===== config.mk =====
export PLATFORM = sky130hd
export DESIGN_NAME = conf_bus_writer
export DESIGN_NICKNAME = d
export VERILOG_FILES = /design/src/rtl/conf_bus_writer.sv
export SDC_FILE = /design/constraint.sdc
export NUM_CORES = 1
export LEC_CHECK = 0
export CAP_MARGIN = 25
export CORE_MARGIN = 2
export CORE_UTILIZATION = 26
export CTS_BUF_LIST = sky130_fd_sc_hd__clkbuf_16
export CTS_CLUSTER_DIAMETER = 30
export DETAILED_ROUTE_END_ITERATION = 8
export DONT_BUFFER_PORTS = 1
export GPL_TIMING_DRIVEN = 0
export PLACE_DENSITY_LB_ADDON = 0.05
export SLEW_MARGIN = 20
export SYNTH_ARGS = -nofsm -noshare
export SYNTH_HDL_FRONTEND = slang
export SYNTH_SLANG_ARGS = --single-unit
export TNS_END_PERCENT = 30

===== constraint.sdc =====
create_clock -name clk -period 3.6 [get_ports clk]
set_input_delay 0.54 -clock clk [delete_from_list [all_inputs] [get_ports clk]]
set_output_delay 0.54 -clock clk [all_outputs]
set_load 0.02 [all_outputs]

===== src/rtl/conf_bus_writer.sv =====
// conf_bus_writer: turns a host stream of packet words (one header followed by
// N data words) into 64-bit configuration bus words. For each packet it emits
// N mem-write words, then one pc_max word, then one pc_loop word.
// Optional feature macro: CONF_WRITER_BROADCAST_EN (target 8'hFF is legal).
module conf_bus_writer #(
  parameter int unsigned NUM_TARGETS = 128,
  parameter int unsigned NUM_THREADS = 7
) (
  input  logic        clk,
  input  logic        rst,
  input  logic        in_valid,
  output logic        in_ready,
  input  logic [31:0] in_data,
  output logic [63:0] conf_bus_out,
  output logic        busy,
  output logic        err,
  output logic        pkt_done
);

  typedef enum logic [1:0] {StIdle, StData, StPcMax, StPcLoop} state_e;

  localparam logic [1:0] KindMem    = 2'b00;
  localparam logic [1:0] KindPcMax  = 2'b01;
  localparam logic [1:0] KindPcLoop = 2'b10;

  state_e      state_q, state_d;
  logic [7:0]  target_q, target_d;
  logic [2:0]  thread_q, thread_d;
  logic [7:0]  loop_pc_q, loop_pc_d;
  logic [7:0]  cnt_q, cnt_d;
  logic [7:0]  idx_q, idx_d;
  logic        err_q, err_d;
  logic [63:0] bus_q, bus_d;
  logic        done_q, done_d;

  logic        xfer;
  logic        bad_target;
  logic        bad_hdr;

  // Header fields straight off the input word
  logic [4:0] hdr_rsvd;
  logic [7:0] hdr_target;
  logic [2:0] hdr_thread;
  assign hdr_rsvd   = in_data[31:27];
  assign hdr_target = in_data[26:19];
  assign hdr_thread = in_data[18:16];

  assign xfer = in_valid & in_ready;

  function automatic logic [63:0] mk_word(logic [1:0] kind, logic [7:0] tgt, logic [2:0] thr,
                                          logic [7:0] addr, logic [31:0] data);
    return {1'b1, kind, tgt, thr, addr, 10'd0, data};
  endfunction

  // Header legality check
  always_comb begin
`ifdef CONF_WRITER_BROADCAST_EN
    bad_target = (32'(hdr_target) >= NUM_TARGETS) && (hdr_target != 8'hFF);
`else
    bad_target = (32'(hdr_target) >= NUM_TARGETS);
`endif
    bad_hdr = bad_target || (32'(hdr_thread) >= NUM_THREADS) || (hdr_rsvd != 5'd0);
  end

  // Next-state logic and bus word formation; the bus defaults to idle every cycle
  always_comb begin
    state_d   = state_q;
    target_d  = target_q;
    thread_d  = thread_q;
    loop_pc_d = loop_pc_q;
    cnt_d     = cnt_q;
    idx_d     = idx_q;
    err_d     = err_q;
    bus_d     = 64'd0;
    done_d    = 1'b0;
    unique case (state_q)
      StIdle: begin
        if (xfer) begin
          target_d  = hdr_target;
          thread_d  = hdr_thread;
          loop_pc_d = in_data[15:8];
          cnt_d     = in_data[7:0];
          idx_d     = 8'd0;
          err_d     = bad_hdr;
          state_d   = StData;
        end
      end
      StData: begin
        if (xfer) begin
          // Bad packets are still drained word by word, but nothing reaches the bus
          if (!err_q) bus_d = mk_word(KindMem, target_q, thread_q, idx_q, in_data);
          if (idx_q == cnt_q) begin
            state_d = err_q ? StIdle : StPcMax;
          end else begin
            idx_d = idx_q + 8'd1;
          end
        end
      end
      StPcMax: begin
        bus_d   = mk_word(KindPcMax, target_q, thread_q, 8'd0, {24'd0, cnt_q});
        state_d = StPcLoop;
      end
      StPcLoop: begin
        bus_d   = mk_word(KindPcLoop, target_q, thread_q, 8'd0, {24'd0, loop_pc_q});
        done_d  = 1'b1;
        state_d = StIdle;
      end
      default: state_d = StIdle;
    endcase
  end

  // State and output registers
  always_ff @(posedge clk or posedge rst) begin
    if (rst) begin
      state_q   <= StIdle;
      target_q  <= 8'd0;
      thread_q  <= 3'd0;
      loop_pc_q <= 8'd0;
      cnt_q     <= 8'd0;
      idx_q     <= 8'd0;
      err_q     <= 1'b0;
      bus_q     <= 64'd0;
      done_q    <= 1'b0;
    end else begin
      state_q   <= state_d;
      target_q  <= target_d;
      thread_q  <= thread_d;
      loop_pc_q <= loop_pc_d;
      cnt_q     <= cnt_d;
      idx_q     <= idx_d;
      err_q     <= err_d;
      bus_q     <= bus_d;
      done_q    <= done_d;
    end
  end

  assign in_ready     = (state_q == StIdle) || (state_q == StData);
  assign busy         = (state_q != StIdle);
  assign err          = err_q;
  assign conf_bus_out = bus_q;
  assign pkt_done     = done_q;

endmodule


==> flow_metrics.tcl <==
set metrics [dict create \
    status "completed" \
    hold_slack_ps 38.8 \
    worstSkewPairLatency_ps 350 \
    clk_pin_slew_ps 60 \
    ant_nets 0 \
    avgSynthCellArea_sq_um 12.9 \
    end_kind "output port" \
    core_area_sq_mm 0.0139 \
    slew_headroom_pct 43.7 \
    drv_cap 0 \
    critical-path-top-delay-family "buffers and inverters" \
    rows 43 \
    grt_max_degree 56 \
    path_cells "inv_1, clkbuf_1" \
    critPathLaunchType "register" \
    synth_top_area_cell "dfrtp_1" \
    synthDistinctLibCells 41 \
    cp.depth 2 \
    grt_antenna_before_repair 1 \
    via_per_inst 4.36 \
    drc_errors 0 \
    setup_viol_count_final 0 \
    die_area_sq_mm 0.0153 \
    period_needed_ps 2020 \
    slowest_stage "clkbuf_1" \
    wire_per_inst_um 18.3 \
    numPortBuffers 0 \
    synth_xor_area_share_pct 1.88 \
    wl_mm 9.04 \
    synthFlopType "dfrtp_1" \
    wl_met3_um 635 \
    synthArstFlopShare_pct 100 \
    grt_pass1_wl_mm 14.0 \
    rr_worst_depth 5 \
    die_y_um 124 \
    hp-class "in -> async" \
    gp_congestion 0.719 \
    grt_usage_pct 12.7 \
    cts-buffers-inserted 9 \
    top_layer_used "met4" \
    grt_pass1_vias 2296 \
    yosys.cell_count.top_type "dfrtp_1" \
    wl_met1_mm 4.16 \
    cts_buffer_depth 2 \
    dp_hpwl_mm 5.93 \
    crit_path_max_incr_delay_ps 600 \
    postSynthCellCount 289 \
    synth.cell_area_sq_mm 0.00373 \
    fin_skew_ps 3.78 \
    synthTopCellsByCount "dfrtp_1 (93), and2_1 (33), mux2_2 (28), nand2_1 (18)" \
    root_buffer "clkbuf_16" \
    antenna_cells 0 \
    synth-edff-count 0 \
    finalCritPeriodShare_pct 56.0 \
    setup_tns_ps 0 \
    layout-drive-gt1-share_pct 21.7 \
    rsz0062_at_grt "no" \
    muxShareOfSynthArea_pct 10.6 \
    path_class "reg -> out" \
    synth_compound_area_share_pct 4.36 \
    hold_viol 0 \
    worst-path-buf-inv 2 \
    maxSlewViolCount 0 \
    p_per_area_mw_per_mm2 640 \
    worstPathMaxFanout 10 \
    power_leakage_nw 2.03 \
    cts_tree "built" \
    synthAdderAreaFrac_pct 0.335 \
    post_cts_buffers 0 \
    synth-seq-cells 93 \
    grt-ovfl-total 0 \
    fmax_mhz 496 \
    start_util_pct 26.8 \
    wl_met2_mm 4.08 \
    first_pass_iters 4 \
    worstPathRequired_ps 3060 \
    yosysSeqAreaShare_pct 62.4 \
    vias 2153 \
    synth_warnings 0 \
    synth_top_family_by_area "simple AND/OR/NAND/NOR gates" \
    finalPower_mw 2.75 \
    synth_top_area_share_pct 62.4 \
    h-tree-depth 3 \
    io_pins 103 \
    synth-simple-area-share_pct 15.1 \
    die_w_um 124 \
    drt-initial-drc-count 78 \
    cts.hold.buffers_added 0 \
    cts_resized 0 \
    synth_area_leaders "dfrtp_1 (62%), mux2_2 (8.5%), and2_1 (5.5%), buf_4 (2.4%), mux2i_1 (2.1%)" \
    critical_path_arrival_ps 1480 \
    worst_pin_slew_ps 844 \
    vdd_drop_max_v 0.000251 \
    clkSinkCount 93 \
    fin_nets 346 \
    synthToLayoutAreaGrowth_pct 15.4 \
]
## flip-flops by register name, indices dropped and copies added, names as in the netlist, named ones only
name / cells
idx_q: 8
conf_bus_out: 54
err: 1
state_q: 1
target_q: 8
loop_pc_q: 8
thread_q: 3
cnt_q: 8
pkt_done: 1
## where the power goes
part           switching (mW)  total (mW)  internal (mW)
Combinational           0.215       0.417          0.202
Clock                   0.407       0.934          0.527
Sequential              0.201        1.40           1.20
Total                   0.823        2.75           1.93
## metal layers
metal / track usage (%) / up-vias
met5: 0 / -
met4: 5.11 / 0
met3: 4.44 / 11
met2: 19.1 / 72
met1: 16.5 / 1072
li1: - / 998
## worst register-to-register path, cell delays in order (launching register included)
cell      delay, ps
dfrtp_1         430
inv_1            90
nand2_1         100
nor3b_1         470
clkbuf_1        560
and2_2          260
## metrics by stage
step | setup slack (ps) | area [sq um] | instances | util (%)
after floorplan | 640 | 3760 | 298 | -
after global placement | -669 | 3990 | 478 | 28.6
final | 1580 | 4300 | 494 | 30.9
after global routing | 1360 | 4300 | 494 | 30.9
after CTS | 1510 | 4300 | 494 | 30.9
after detailed placement | 1530 | 4020 | 479 | 28.9
## final cells by class
cell class / count / area (sq um)
Tap cell: 180 / 225
Sequential cell: 93 / 2330
Clock inverter: 6 / 56.3
Multi-Input combinational cell: 175 / 1240
Timing Repair Buffer: 1 / 27.5
Buffer: 27 / 186
Inverter: 3 / 16.3
Clock buffer: 9 / 225
Fill cell: 1434 / 9630
## cell usage in the layout, fill, tap and decap left out, types with 7 or more instances in the layout
master | netlist | final
nor2b_1 | 12 | 12
clkbuf_16 | 0 | 9
nand3_1 | 10 | 10
dfrtp_1 | 93 | 93
conb_1 | 1 | 10
and2_1 | 33 | 33
xor2_1 | 8 | 8
clkbuf_1 | 9 | 9
mux2i_1 | 8 | 8
nor2_1 | 7 | 7
o21ai_0 | 8 | 8
buf_4 | 12 | 12
mux2_2 | 28 | 28
nand2_1 | 18 | 18
## worst paths after layout
| path | start | end | slack [ps] |
|---|---|---|---|
| max | register | in_ready | 1580 |
| min | rst | conf_bus_out[28] | 40 |
| max reg2reg | register | conf_bus_out[46] | 1630 |
| min reg2reg | target_q[2] | conf_bus_out[55] | 490 |
| max in group asynchronous | rst | idx_q[0] | 2960 |
| min in group clk | in_data[25] | conf_bus_out[25] | 320 |
## kinds of logic after synthesis
family / count (synthesis)
AND/OR/NAND/NOR: 97
multiplexers: 36
XOR/XNOR: 8
adder cells (fa/ha/maj): 1
AO/OA/AOI/OAI: 23
buffers and inverters: 30
other: 1
flip-flops: 93
(Power assumes the default switching activity.)
